### src/rtl/comparator_scheduler.sv
// Time-multiplexes N_CH meas/thr pairs onto one shared comparator; one pair per ISSUE/WAIT, vectors update atomically on DONE.
// Latency 2*N_CH+1 cycles from sta with a 1-cycle comparator; sta outside IDLE is dropped, a missing cmp_done is bounded by TIMEOUT.
module comparator_scheduler #(
  parameter int N_CH    = 4,
  parameter int WIDTH   = 32,
  parameter int TIMEOUT = 15
) (
  input  logic                  clk,
  input  logic                  rst,
  input  logic                  sta,
  input  logic [N_CH*WIDTH-1:0] meas_bus,
  input  logic [N_CH*WIDTH-1:0] thr_bus,
  output logic                  cmp_sta,
  output logic [WIDTH-1:0]      cmp_a,
  output logic [WIDTH-1:0]      cmp_b,
  input  logic                  cmp_agb,
  input  logic                  cmp_alb,
  input  logic                  cmp_done,
  output logic [N_CH-1:0]       gt_vec,
  output logic [N_CH-1:0]       lt_vec,
  output logic [N_CH-1:0]       eq_vec,
  output logic                  busy,
  output logic                  done_sig,
  output logic                  err_timeout
);

  localparam int IW = (N_CH > 1) ? $clog2(N_CH) : 1;
  localparam int CW = $clog2(TIMEOUT + 1);
  localparam logic [1:0] S_IDLE  = 2'd0;
  localparam logic [1:0] S_ISSUE = 2'd1;
  localparam logic [1:0] S_WAIT  = 2'd2;
  localparam logic [1:0] S_DONE  = 2'd3;
  localparam logic [IW-1:0] LAST_IDX = IW'(N_CH - 1);
  localparam logic [CW-1:0] CNT_LAST = CW'(TIMEOUT - 1);

  logic [1:0]       state_q, state_d;
  logic [IW-1:0]    idx_q, idx_d, idx_inc;
  logic [CW-1:0]    cnt_q, cnt_d;
  logic [N_CH-1:0]  sh_gt_q, sh_gt_d, sh_lt_q, sh_lt_d, sh_eq_q, sh_eq_d;
  logic [N_CH-1:0]  gt_q, gt_d, lt_q, lt_d, eq_q, eq_d;
  logic [WIDTH-1:0] cmp_a_q, cmp_a_d, cmp_b_q, cmp_b_d;
  logic             cmp_sta_q, cmp_sta_d, busy_q, busy_d, done_q, done_d, err_q, err_d;
  logic             snap_ld, adv;
  logic [WIDTH-1:0] snap_meas_q [N_CH];
  logic [WIDTH-1:0] snap_thr_q  [N_CH];

  assign idx_inc = idx_q + 1'b1;

  always_comb begin
    state_d   = state_q;
    idx_d     = idx_q;
    cnt_d     = cnt_q;
    sh_gt_d   = sh_gt_q;
    sh_lt_d   = sh_lt_q;
    sh_eq_d   = sh_eq_q;
    gt_d      = gt_q;
    lt_d      = lt_q;
    eq_d      = eq_q;
    cmp_sta_d = 1'b0;
    cmp_a_d   = cmp_a_q;
    cmp_b_d   = cmp_b_q;
    busy_d    = busy_q;
    done_d    = 1'b0;
    err_d     = err_q;
    snap_ld   = 1'b0;
    adv       = 1'b0;
    case (state_q)
      S_IDLE: begin
        if (sta) begin
          // Channel 0 operands come straight off the bus since the snapshot loads on this same edge.
          snap_ld   = 1'b1;
          idx_d     = '0;
          err_d     = 1'b0;
          busy_d    = 1'b1;
          cmp_sta_d = 1'b1;
          cmp_a_d   = meas_bus[WIDTH-1:0];
          cmp_b_d   = thr_bus[WIDTH-1:0];
          state_d   = S_ISSUE;
        end
      end
      S_ISSUE: begin
        cnt_d   = '0;
        state_d = S_WAIT;
      end
      S_WAIT: begin
        cnt_d = cnt_q + 1'b1;
        if (cmp_done) begin
          sh_gt_d[idx_q] = cmp_agb;
          sh_lt_d[idx_q] = cmp_alb;
          sh_eq_d[idx_q] = ~cmp_agb & ~cmp_alb;
          adv = 1'b1;
        end else if (cnt_q == CNT_LAST) begin
          sh_gt_d[idx_q] = 1'b0;
          sh_lt_d[idx_q] = 1'b0;
          sh_eq_d[idx_q] = 1'b0;
          err_d = 1'b1;
          adv   = 1'b1;
        end
        if (adv) begin
          if (idx_q == LAST_IDX) begin
            // Load from next-state shadows so the last channel lands in the same atomic update.
            gt_d    = sh_gt_d;
            lt_d    = sh_lt_d;
            eq_d    = sh_eq_d;
            done_d  = 1'b1;
            state_d = S_DONE;
          end else begin
            idx_d     = idx_inc;
            cmp_sta_d = 1'b1;
            cmp_a_d   = snap_meas_q[idx_inc];
            cmp_b_d   = snap_thr_q[idx_inc];
            state_d   = S_ISSUE;
          end
        end
      end
      S_DONE: begin
        busy_d  = 1'b0;
        state_d = S_IDLE;
      end
      default: state_d = S_IDLE;
    endcase
  end

  always_ff @(posedge clk or negedge rst) begin
    if (!rst) begin
      state_q   <= S_IDLE;
      idx_q     <= '0;
      cnt_q     <= '0;
      sh_gt_q   <= '0;
      sh_lt_q   <= '0;
      sh_eq_q   <= '0;
      gt_q      <= '0;
      lt_q      <= '0;
      eq_q      <= '0;
      cmp_sta_q <= 1'b0;
      cmp_a_q   <= '0;
      cmp_b_q   <= '0;
      busy_q    <= 1'b0;
      done_q    <= 1'b0;
      err_q     <= 1'b0;
    end else begin
      state_q   <= state_d;
      idx_q     <= idx_d;
      cnt_q     <= cnt_d;
      sh_gt_q   <= sh_gt_d;
      sh_lt_q   <= sh_lt_d;
      sh_eq_q   <= sh_eq_d;
      gt_q      <= gt_d;
      lt_q      <= lt_d;
      eq_q      <= eq_d;
      cmp_sta_q <= cmp_sta_d;
      cmp_a_q   <= cmp_a_d;
      cmp_b_q   <= cmp_b_d;
      busy_q    <= busy_d;
      done_q    <= done_d;
      err_q     <= err_d;
    end
  end

  always_ff @(posedge clk or negedge rst) begin
    if (!rst) begin
      for (int i = 0; i < N_CH; i++) begin
        snap_meas_q[i] <= '0;
        snap_thr_q[i]  <= '0;
      end
    end else if (snap_ld) begin
      for (int i = 0; i < N_CH; i++) begin
        snap_meas_q[i] <= meas_bus[i*WIDTH +: WIDTH];
        snap_thr_q[i]  <= thr_bus[i*WIDTH +: WIDTH];
      end
    end
  end

  assign cmp_sta     = cmp_sta_q;
  assign cmp_a       = cmp_a_q;
  assign cmp_b       = cmp_b_q;
  assign gt_vec      = gt_q;
  assign lt_vec      = lt_q;
  assign eq_vec      = eq_q;
  assign busy        = busy_q;
  assign done_sig    = done_q;
  assign err_timeout = err_q;

endmodule

### config.mk
export PLATFORM = sky130hd
export DESIGN_NAME = comparator_scheduler
export DESIGN_NICKNAME = d
export VERILOG_FILES = /design/src/rtl/comparator_scheduler.sv
export SDC_FILE = /design/constraint.sdc
export NUM_CORES = 1
export LEC_CHECK = 0
export CAP_MARGIN = 20
export CORE_ASPECT_RATIO = 1.75
export CORE_MARGIN = 2
export CORE_UTILIZATION = 29
export CTS_CLUSTER_DIAMETER = 120
export DETAILED_ROUTE_END_ITERATION = 8
export GPL_ROUTABILITY_DRIVEN = 0
export GPL_TIMING_DRIVEN = 1
export PLACE_DENSITY = 0.49
export SETUP_SLACK_MARGIN = 0.15
export SLEW_MARGIN = 20
export SYNTH_ARGS = -nofsm -noshare
export SYNTH_HDL_FRONTEND = slang
export SYNTH_SLANG_ARGS = --single-unit
### constraint.sdc
create_clock -name clk -period 4.2 [get_ports clk]
set_clock_uncertainty 0.05 [all_clocks]
set_input_delay 0.63 -clock clk [delete_from_list [all_inputs] [get_ports clk]]
set_output_delay 0.63 -clock clk [all_outputs]
set_load 0.03 [all_outputs]
==> results of run 1 <==
==> worst register-to-register path: cells and delay by family (launching register included) <==
family,cells,cell delay [ps]
buffers and inverters,4,960
AO/OA/AOI/OAI,1,760
flip-flops,1,380
multiplexers,1,360
adder cells (fa/ha/maj),1,180
==> power by group through the flow <==
| stage | Sequential (mW) | Clock, mW | Combinational (mW) |
|---|---|---|---|
| floorplan | 6.36 | 0 | 4.64 |
| CTS | 5.95 | 3.61 | 7.34 |
| finish | 5.94 | 3.47 | 7.17 |
| detailed placement | 6.00 | 0 | 7.32 |
| global placement | 5.96 | 0 | 7.22 |
| global route | 6.15 | 3.75 | 7.71 |
==> placed cells by master (no fill, tap or decap), types with 2 or more instances in the layout <==
master / n
and2_1: 2
clkinv_2: 10
mux2_2: 374
ha_4: 2
buf_12: 10
diode_2: 4
a21o_1: 3
nor2_1: 3
clkbuf_1: 4
mux2i_1: 4
clkdlybuf4s50_1: 340
inv_1: 11
a31oi_1: 2
a22o_1: 2
ha_1: 7
dfrtp_1: 352
nand2_1: 8
clkbuf_8: 6
and4_1: 2
mux2_4: 26
bufinv_16: 3
mux4_2: 64
o2bb2ai_1: 11
o31ai_1: 2
buf_4: 17
nand3_1: 6
clkbuf_16: 41
==> synthesized netlist by cell type (all sizes together), types with 2 or more instances <==
cell,number
mux2i,4
dfrtp,353
nand2,9
inv,11
ha,9
and4,2
mux2,400
and2,2
nor2,3
mux4,64
nand3,6
buf,44
a21o,3
a31oi,2
o2bb2ai,11
a22o,2
clkbuf,16
o31ai,2
==> logic make-up (layout without fill, tap and decap cells) <==
| logic type | count (synthesis) | in the layout | share of synthesized area |
|---|---|---|---|
| buffers and inverters | 71 | 444 | 0.0257 |
| AOI/OAI and AO/OA | 29 | 29 | 0.0148 |
| muxes | 468 | 468 | 0.384 |
| and+or+nand+nor | 30 | 30 | 0.0102 |
| DFF | 353 | 353 | 0.558 |
| other | 0 | 4 | 0 |
| adders and majority gates | 9 | 9 | 0.00711 |
==> metal layers <==
layer,global-route usage,wire length [um]
met1,0.177,16700
met2,0.284,23300
met3,0.0368,2450
met4,0.0543,1320
met5,0,13
==> state kept, by name, indices dropped and copies added, names as in the netlist, 3 cells and up <==
signal	flops
snap_meas_q	128
cmp_a	32
snap_thr_q	128
cmp_b	32
sh_eq_q	3
sh_lt_q	3
gt_vec	4
cnt_q	4
sh_gt_q	3
eq_vec	4
lt_vec	4
==> worst min path at each step <==
stage                            from                         end  slack [ps]  depth (start not counted)
2_1_floorplan                     rst            busy$_DFFE_PN0P_         280                          0
3_3_place_gp    gt_vec[3]$_DFFE_PN0P_       gt_vec[3]$_DFFE_PN0P_         410                          1
3_5_place_dp   sh_eq_q[0]$_DFFE_PN0P_      sh_eq_q[0]$_DFFE_PN0P_         420                          1
4_1_cts                           rst  snap_thr_q[11]$_DFFE_PN0P_          80                          1
5_1_grt                           rst  snap_thr_q[11]$_DFFE_PN0P_         100                          1
6_report                          rst  snap_thr_q[11]$_DFFE_PN0P_          50                          1
==> through the flow <==
stage / util / std cells
3_5_place_dp: 0.372 / 1958
6_report: 0.395 / 2027
3_3_place_gp: 0.372 / 1958
4_1_cts: 0.395 / 2023
5_1_grt: 0.395 / 2026
2_1_floorplan: - / 960
==> cell type report <==
type	instances	share of cell area
well taps	690	0.0403
diodes	4	0.000468
clock buffers	51	0.0525
multi-input cells	536	0.310
repair buffers	368	0.175
flip-flops and latches	353	0.413
clock inverters	14	0.00690
inverters	11	0.00193
==> results_dict.tcl, run 1 <==
set metrics [dict create \
    outcome "completed" \
    maxCapViolCount 0 \
    internal_power_mw 11.3 \
    syn2layout_area_growth_pct 35.2 \
    crit_fanout 36 \
    synth.avg_cell_area_um2 16.5 \
    yosysWarningCount 0 \
    grt_pass1_wl_mm 67.9 \
    nets 1580 \
    remaining_drc_errors 0 \
    die_x_um 181 \
    dieArea_um2 56500 \
    crit_end "cmp_b[12]$_DFFE_PN0P_" \
    yosysSeqAreaShare 0.558 \
    vdd_drop_max_v 0.000435 \
    crit_path_top_delay_cell "o2111a_4" \
    reg2reg_to "cmp_b[12]$_DFFE_PN0P_" \
    h-tree-depth 2 \
    fin_crit_ps 2800 \
    syn_nets 1231 \
    syn_inst 960 \
    multi_input_area_um2 6630 \
    synth_edf_count 0 \
    grt_pass1_vias 11000 \
    fill_cells 5092 \
    drt-total-wl_mm 43.8 \
    crit_type "reg2reg" \
    ys_seq_elements 353 \
    synth_top_area_share 0.558 \
    synth_area_leader_cell "dfrtp_1" \
    hold_slack_ps 50.8 \
    cts_resized 0 \
    fin_area_um2 21400 \
    path_clk_slew_ps 60 \
    power_frac_seq 0.358 \
    drt_iter0_drc 293 \
    cts_buffers 39 \
    critPathLaunch "state_q[0]$_DFFE_PN0P_" \
    rr_startpoint "state_q[0]$_DFFE_PN0P_" \
    yosys-top-cells-area "dfrtp_1 (56%), mux2_2 (27%), mux4_2 (9.1%)" \
    tns_ps 0 \
    ys_async_sr_fraction 1.00 \
    synth.distinct_cells 40 \
    place_ws_ps 994 \
    cts_hold_buf 0 \
    cts_root_buffer "clkbuf_16" \
    cts_tree "built" \
    min_path_type "in2async" \
    placed_area_um2 20100 \
    cellLeakagePower_nw 8.73 \
    track_usage 0.156 \
    first_pass_iters 4 \
    start_kind "register" \
    worstSetupEndpointType "register" \
    vias 9495 \
    p_switching_mw 5.27 \
    worstSkewPairLatency_ps 530 \
    cp_num_buf_inv 4 \
    setup_slack_ps 1400 \
    hpwl_mm 30.3 \
    p_per_area_nw_per_um2 774 \
    cp.required_ps 4560 \
    worstPathCellList "inv_1, ha_4, buf_4, inv_1, o2111a_4, buf_4, mux2_2" \
    cp_top_family "buffers and inverters" \
    worst_slew_pin_slew_ps 933 \
    reg2reg_slack_ps 1400 \
    wire_per_inst_um 21.6 \
    slowest_delay_ps 760 \
    start_util 0.292 \
    ant_nets 0 \
    core_um2 54200 \
    min_period_over_period 0.666 \
    p_total_mw 16.6 \
    grt_setup_unrepaired "no" \
    io_pins 342 \
    hold_viol_final 0 \
    grt_max_degree 85 \
    worstRegToRegCells 7 \
    rows 113 \
    portBuffers 341 \
    clock-sinks 353 \
    layout-drive-gt1-share 0.422 \
    swShare 0.318 \
    die_h_um 313 \
    synthesis.area_um2 15800 \
    p_clk_frac 0.209 \
    routed_via_density 4.68 \
    antenna_found_initial 4 \
    setup_viol 0 \
    clk_path_buf_depth 3 \
    overflow 0 \
    synth_ff_type "dfrtp_1" \
    post_cts_buffers 0 \
    crit_cells 7 \
    fmax_mhz 358 \
    seqCellArea_um2 8840 \
    crit_arrival_ps 3150 \
    slew_headroom 0.378 \
    slew_violations 0 \
    pwr-share-comb 0.433 \
]
Note: power is estimated with default switching activity, not from simulation.
==> run 2, diff against run 1 <==
- PLACE_DENSITY: 0.49 -> 0.5
- clock period: 4.2 -> 2.4 ns (I/O delays scaled with it)
==> run 2 against run 1 <==
Net effect: sequential power up 77%; combinational power up 90%; core utilization rose by 1.3 points; total power up 85%; count of clock-buffer cells in the layout up 6; via count up 0.33%; design area up 3.2%; die area unchanged; largest cell class unchanged; sequential share of layout area fell by 1.3 points; cell count rose by 1.3%; non-clock buffer count up 25.
==> results_dict.tcl, run 2 (synthesis gave the netlist of run 1 again) <==
set metrics [dict create \
    outcome "completed" \
    slowest_delay_ps 400 \
    grt_setup_unrepaired "yes" \
    reg2reg_slack_ps 220 \
    vias 9526 \
    fmax_mhz 458 \
    tns_ps 0 \
    track_usage 0.157 \
    crit_path_top_delay_cell "dfrtp_1" \
    die_h_um 313 \
    maxCapViolCount 0 \
    worst_slew_pin_slew_ps 533 \
    drt_iter0_drc 267 \
    io_pins 342 \
    reg2reg_to "cmp_b[4]$_DFFE_PN0P_" \
    worstSkewPairLatency_ps 530 \
    ant_nets 0 \
    rows 113 \
    die_x_um 181 \
    cts_buffers 39 \
    start_util 0.292 \
    fin_crit_ps 2180 \
    cp_top_family "flip-flops" \
    final_cell_mix "dfrtp_1 (352), clkdlybuf4s50_1 (340), mux2_2 (330), mux2_4 (70), mux4_2 (64)" \
    slew_violations 0 \
    min_period_over_period 0.910 \
    overflow 0 \
    fill_cells 5034 \
    grt_pass1_vias 11000 \
    crit_type "reg2reg" \
    start_kind "register" \
    h-tree-depth 2 \
    portBuffers 341 \
    syn2layout_area_growth_pct 39.5 \
    grt_max_degree 62 \
    wire_per_inst_um 21.7 \
    dieArea_um2 56500 \
    layout-drive-gt1-share 0.429 \
    worstSetupEndpointType "register" \
    cellLeakagePower_nw 9.13 \
    first_pass_iters 4 \
    routed_via_density 4.64 \
    worstPathCellList "inv_1, ha_1, or2_2, o2111a_4, buf_12, mux2_2" \
    hpwl_mm 31.3 \
    place_ws_ps 136 \
    vdd_drop_max_v 0.000692 \
    layout_commonest_cell "dfrtp_1" \
    reg_top3 "snap_meas_q x128, snap_thr_q x128" \
    clk_path_buf_depth 3 \
    cp.required_ps 2770 \
    core_um2 54200 \
    cts_tree "built" \
    hold_viol_final 0 \
    antenna_cells 0 \
    crit_fanout 18 \
    rr_startpoint "state_q[0]$_DFFE_PN0P_" \
    slew_headroom 0.645 \
    grt_pass1_wl_mm 68.0 \
    crit_arrival_ps 2550 \
    min_path_type "in2async" \
    worstRegToRegCells 6 \
    setup_slack_ps 217 \
    drt-total-wl_mm 44.5 \
    p_per_area_nw_per_um2 1390 \
    cp_num_buf_inv 2 \
    path_clk_slew_ps 70 \
    setup_viol 0 \
    antenna_found_initial 2 \
    nets 1605 \
    clock-sinks 353 \
    cts_root_buffer "clkbuf_16" \
    remaining_drc_errors 0 \
]
-- run 2: cell types whose count changed in the layout (fill, tap and decap cells not counted), sizes merged --
cell | before | now
buf | 28 | 51
clkbuf | 51 | 58
bufinv | 3 | 7
clkinv | 10 | 6
diode | 4 | 0
clkinvlp | 1 | 0
dlygate4sd3 | 0 | 1
-- run 2: worst max path at each step --
| stage | start | endpoint | slack, ps | cells past startpoint |
|---|---|---|---|---|
| finish | state_q[0]$_DFFE_PN0P_ | cmp_b[4]$_DFFE_PN0P_ | 220 | 6 |
| global route | idx_q[1]$_DFFE_PN0P_ | cmp_b[0]$_DFFE_PN0P_ | 150 | 7 |
| CTS | idx_q[0]$_DFFE_PN0P_ | cmp_b[2]$_DFFE_PN0P_ | 150 | 6 |
| detailed placement | idx_q[0]$_DFFE_PN0P_ | cmp_b[21]$_DFFE_PN0P_ | 140 | 6 |
| global placement | idx_q[0]$_DFFE_PN0P_ | cmp_b[22]$_DFFE_PN0P_ | 150 | 6 |
| floorplan | idx_q[0]$_DFFE_PN0P_ | cmp_a[12]$_DFFE_PN0P_ | 120 | 9 |
-- run 2: worst register-to-register path: cells and delay by family, from the launching register on --
family | cells | cell delay, ps
mux | 1 | 390
simple gates | 1 | 190
fa+ha+maj | 1 | 290
buf+inv | 2 | 380
compound gates | 1 | 360
flops | 1 | 400
-- run 2: per-stage QoR --
step / utilization / instances / area [um2] / power (mW) / hold WS (ps)
final: 0.408 / 2053 / 22100 / 30.6 / 311
after global routing: 0.408 / 2053 / 22100 / 32.4 / 340
after CTS: 0.407 / 2051 / 22000 / 31.1 / 317
after detailed placement: 0.380 / 1976 / 20600 / 24.1 / 306
after global placement: 0.380 / 1976 / 20600 / 23.8 / 305
after floorplan: - / 960 / 16100 / 19.8 / 14.4
-- run 2: final cells by class --
| type | count | area (um2) | share of cell area |
|---|---|---|---|
| clock buffer | 57 | 1140 | 0.0515 |
| multi-input combinational | 536 | 6800 | 0.308 |
| tap | 690 | 863 | 0.0391 |
| sequential | 353 | 8840 | 0.400 |
| inverter | 11 | 48.8 | 0.00221 |
| timing repair buffer | 393 | 4150 | 0.188 |
| clock inverter | 13 | 248 | 0.0112 |
-- run 2: report_power, final --
part           switching [mW]  leakage [nW]  internal, mW
Combinational            5.50          4.26          8.09
Clock                    2.51         0.677          4.04
Sequential               1.56          4.20          8.92
-- run 2: what timing repair did --
item,in CTS,in global routing
resized for setup,0,5
endpoints found under the hold margin,44,0
hold buffers,1,0
buffers inserted,3,1
endpoints found under the setup margin,46,19
gates cloned,1,1
pin swaps,1,1
-- run 2: metal layers --
metal	track usage	vias up	part of all wire	routed length, um
met5	0	-	0.00061	27
met4	0.0403	4	0.019	833
met3	0.0387	48	0.058	2570
met2	0.286	270	0.53	23500
met1	0.182	4904	0.39	17500
li1	-	4300	-	-
==> variant (flow settings as in run 1) <==
`sh_gt_q`, `sh_lt_q`, `sh_eq_q`, `gt_q`, `lt_q` and `eq_q` no longer have a reset.
--- a/src/rtl/comparator_scheduler.sv
+++ b/src/rtl/comparator_scheduler.sv
@@ -126,12 +126,6 @@
       state_q   <= S_IDLE;
       idx_q     <= '0;
       cnt_q     <= '0;
-      sh_gt_q   <= '0;
-      sh_lt_q   <= '0;
-      sh_eq_q   <= '0;
-      gt_q      <= '0;
-      lt_q      <= '0;
-      eq_q      <= '0;
       cmp_sta_q <= 1'b0;
       cmp_a_q   <= '0;
       cmp_b_q   <= '0;
@@ -142,12 +136,6 @@
       state_q   <= state_d;
       idx_q     <= idx_d;
       cnt_q     <= cnt_d;
-      sh_gt_q   <= sh_gt_d;
-      sh_lt_q   <= sh_lt_d;
-      sh_eq_q   <= sh_eq_d;
-      gt_q      <= gt_d;
-      lt_q      <= lt_d;
-      eq_q      <= eq_d;
       cmp_sta_q <= cmp_sta_d;
       cmp_a_q   <= cmp_a_d;
       cmp_b_q   <= cmp_b_d;
@@ -155,6 +143,15 @@
       done_q    <= done_d;
       err_q     <= err_d;
     end
+  end
+
+  always_ff @(posedge clk) begin
+    sh_gt_q <= sh_gt_d;
+    sh_lt_q <= sh_lt_d;
+    sh_eq_q <= sh_eq_d;
+    gt_q    <= gt_d;
+    lt_q    <= lt_d;
+    eq_q    <= eq_d;
   end
 
   always_ff @(posedge clk or negedge rst) begin
Behaviour: same outputs for any inputs over 4 cycles, from zero or initial values and one cycle with rst low; that may be too few to reach the edited logic, so the function may still have changed.
==> variant against run 1 <==
Area after synthesis down 1.2%. Worst setup slack better by 15 ps. Non-clock buffer count down 6. Wire length down 2.0%. First-iteration DRC count down 9.2%. Cell area down 0.90%. Sequential cell count up 3. Via count down 1.8%. Sequential power up 1%. Total power down 3.6%. Critical path type unchanged. Critical endpoint is now cmp_a[2]$_DFFE_PN0P_. Highest routed layer unchanged.
==> variant: results (changes against run 1) <==
status finished, final reports clean; met2 wire len 22.6 mm (-3.1%); ant diodes 0 (-4); Avg Inst Size Synth 16.6 um2 (+0.92%); DP HPWL 29.7 mm (-2.0%); grt met3 use 4.32% (+0.64 points); drt total wl 42.9 mm (-2.0%); Final WS setup 1420 ps (+15.4 ps); Util after Layout 39.7% (+0.20 points); Non-Filler Instances 1998 (-1.4%); met2 Resource Use GR 27.7% (-0.71 points); DRT iter0 DRCs 266 (-9.2%); placed cell area 19900 um2 (-1.0%); vias in the first global route 10500 (-4.4%); vias per cell 4.67 (-0.35%); fin nets 1556 (-1.5%); placed cells 1928 (-1.5%); most frequent cells after synthesis mux2_2 (381), dfrtp_1 (332), mux4_2 (63), buf_2 (27), edfxtp_1 (24); Post-synth EDFFs 24 (+24); met1 wire length 16.4 mm (-1.9%); Peak VDD IR 0.384 mV (-12%); CP max stage delay 700 ps (-60 ps); Worst Path Arrival 3140 ps (about the same); Reg2Reg Depth 5 (-2); multiplexer area fraction after synthesis 36.9% (-1.5 points); Fillers 5066 (-0.51%); Psw 5.03 mW (-4.4%); Worst Max-Slew Pin Slew 826 ps (-107 ps); top cell type's share of synthesized area 53.1% (-2.7 points); Leak 8.38 nW (-4.0%); dpl ws 1220 ps (+226 ps); crit path capture cmp_a[2]$_DFFE_PN0P_; post-synthesis compound-gate area fraction 1.66% (+0.18 points); library cells used by synthesis 35 (-13%); layout cell share with drive strength beyond 1 40.5% (-1.7 points); Worst Path Max Fanout 47 (+31%); met1 Use GR 17.7% (-0.028 points); sequential area share after synthesis 57.7% (+1.9 points); met3 routed WL 2.87 mm (+17%); largest net degree at the start of global routing 84 (-1.2%); top cells by area, synth dfrtp_1 (53%), mux2_2 (27%), mux4_2 (9.1%); first-pass GRT wire length 66.5 mm (-2.1%); adder-cell share of the synthesized area 0.720% (+0.0085 points)
[variant: cell types whose count changed after synthesis, moves of 3 or more]
cell | run 1 | this run
a21o_1 | 3 | 0
a22o_1 | 2 | 5
a32o_1 | 0 | 8
buf_12 | 5 | 0
buf_6 | 1 | 5
dfrtp_1 | 353 | 332
edfxtp_1 | 0 | 24
mux2_2 | 374 | 381
mux2_4 | 26 | 0
mux2i_1 | 4 | 7
nand3_1 | 6 | 3
o2bb2ai_1 | 11 | 3
[variant: layout make-up]
class                      count  area share, %
multi-input combinational    515           29.8
inverter                      11          0.195
sequential                   356           42.6
tap                          684           4.04
timing repair buffer         362           17.3
clock buffer                  57           5.35
clock inverter                13          0.732
[variant: power by group through the flow]
stage                     Combinational, mW  Sequential [mW]  Clock (mW)
after floorplan                        4.05             6.40           0
after global placement                 6.51             6.04           0
after detailed placement               6.61             6.10           0
after CTS                              6.63             6.05        3.64
after global routing                   6.96             6.23        3.78
final                                  6.46             6.02        3.49
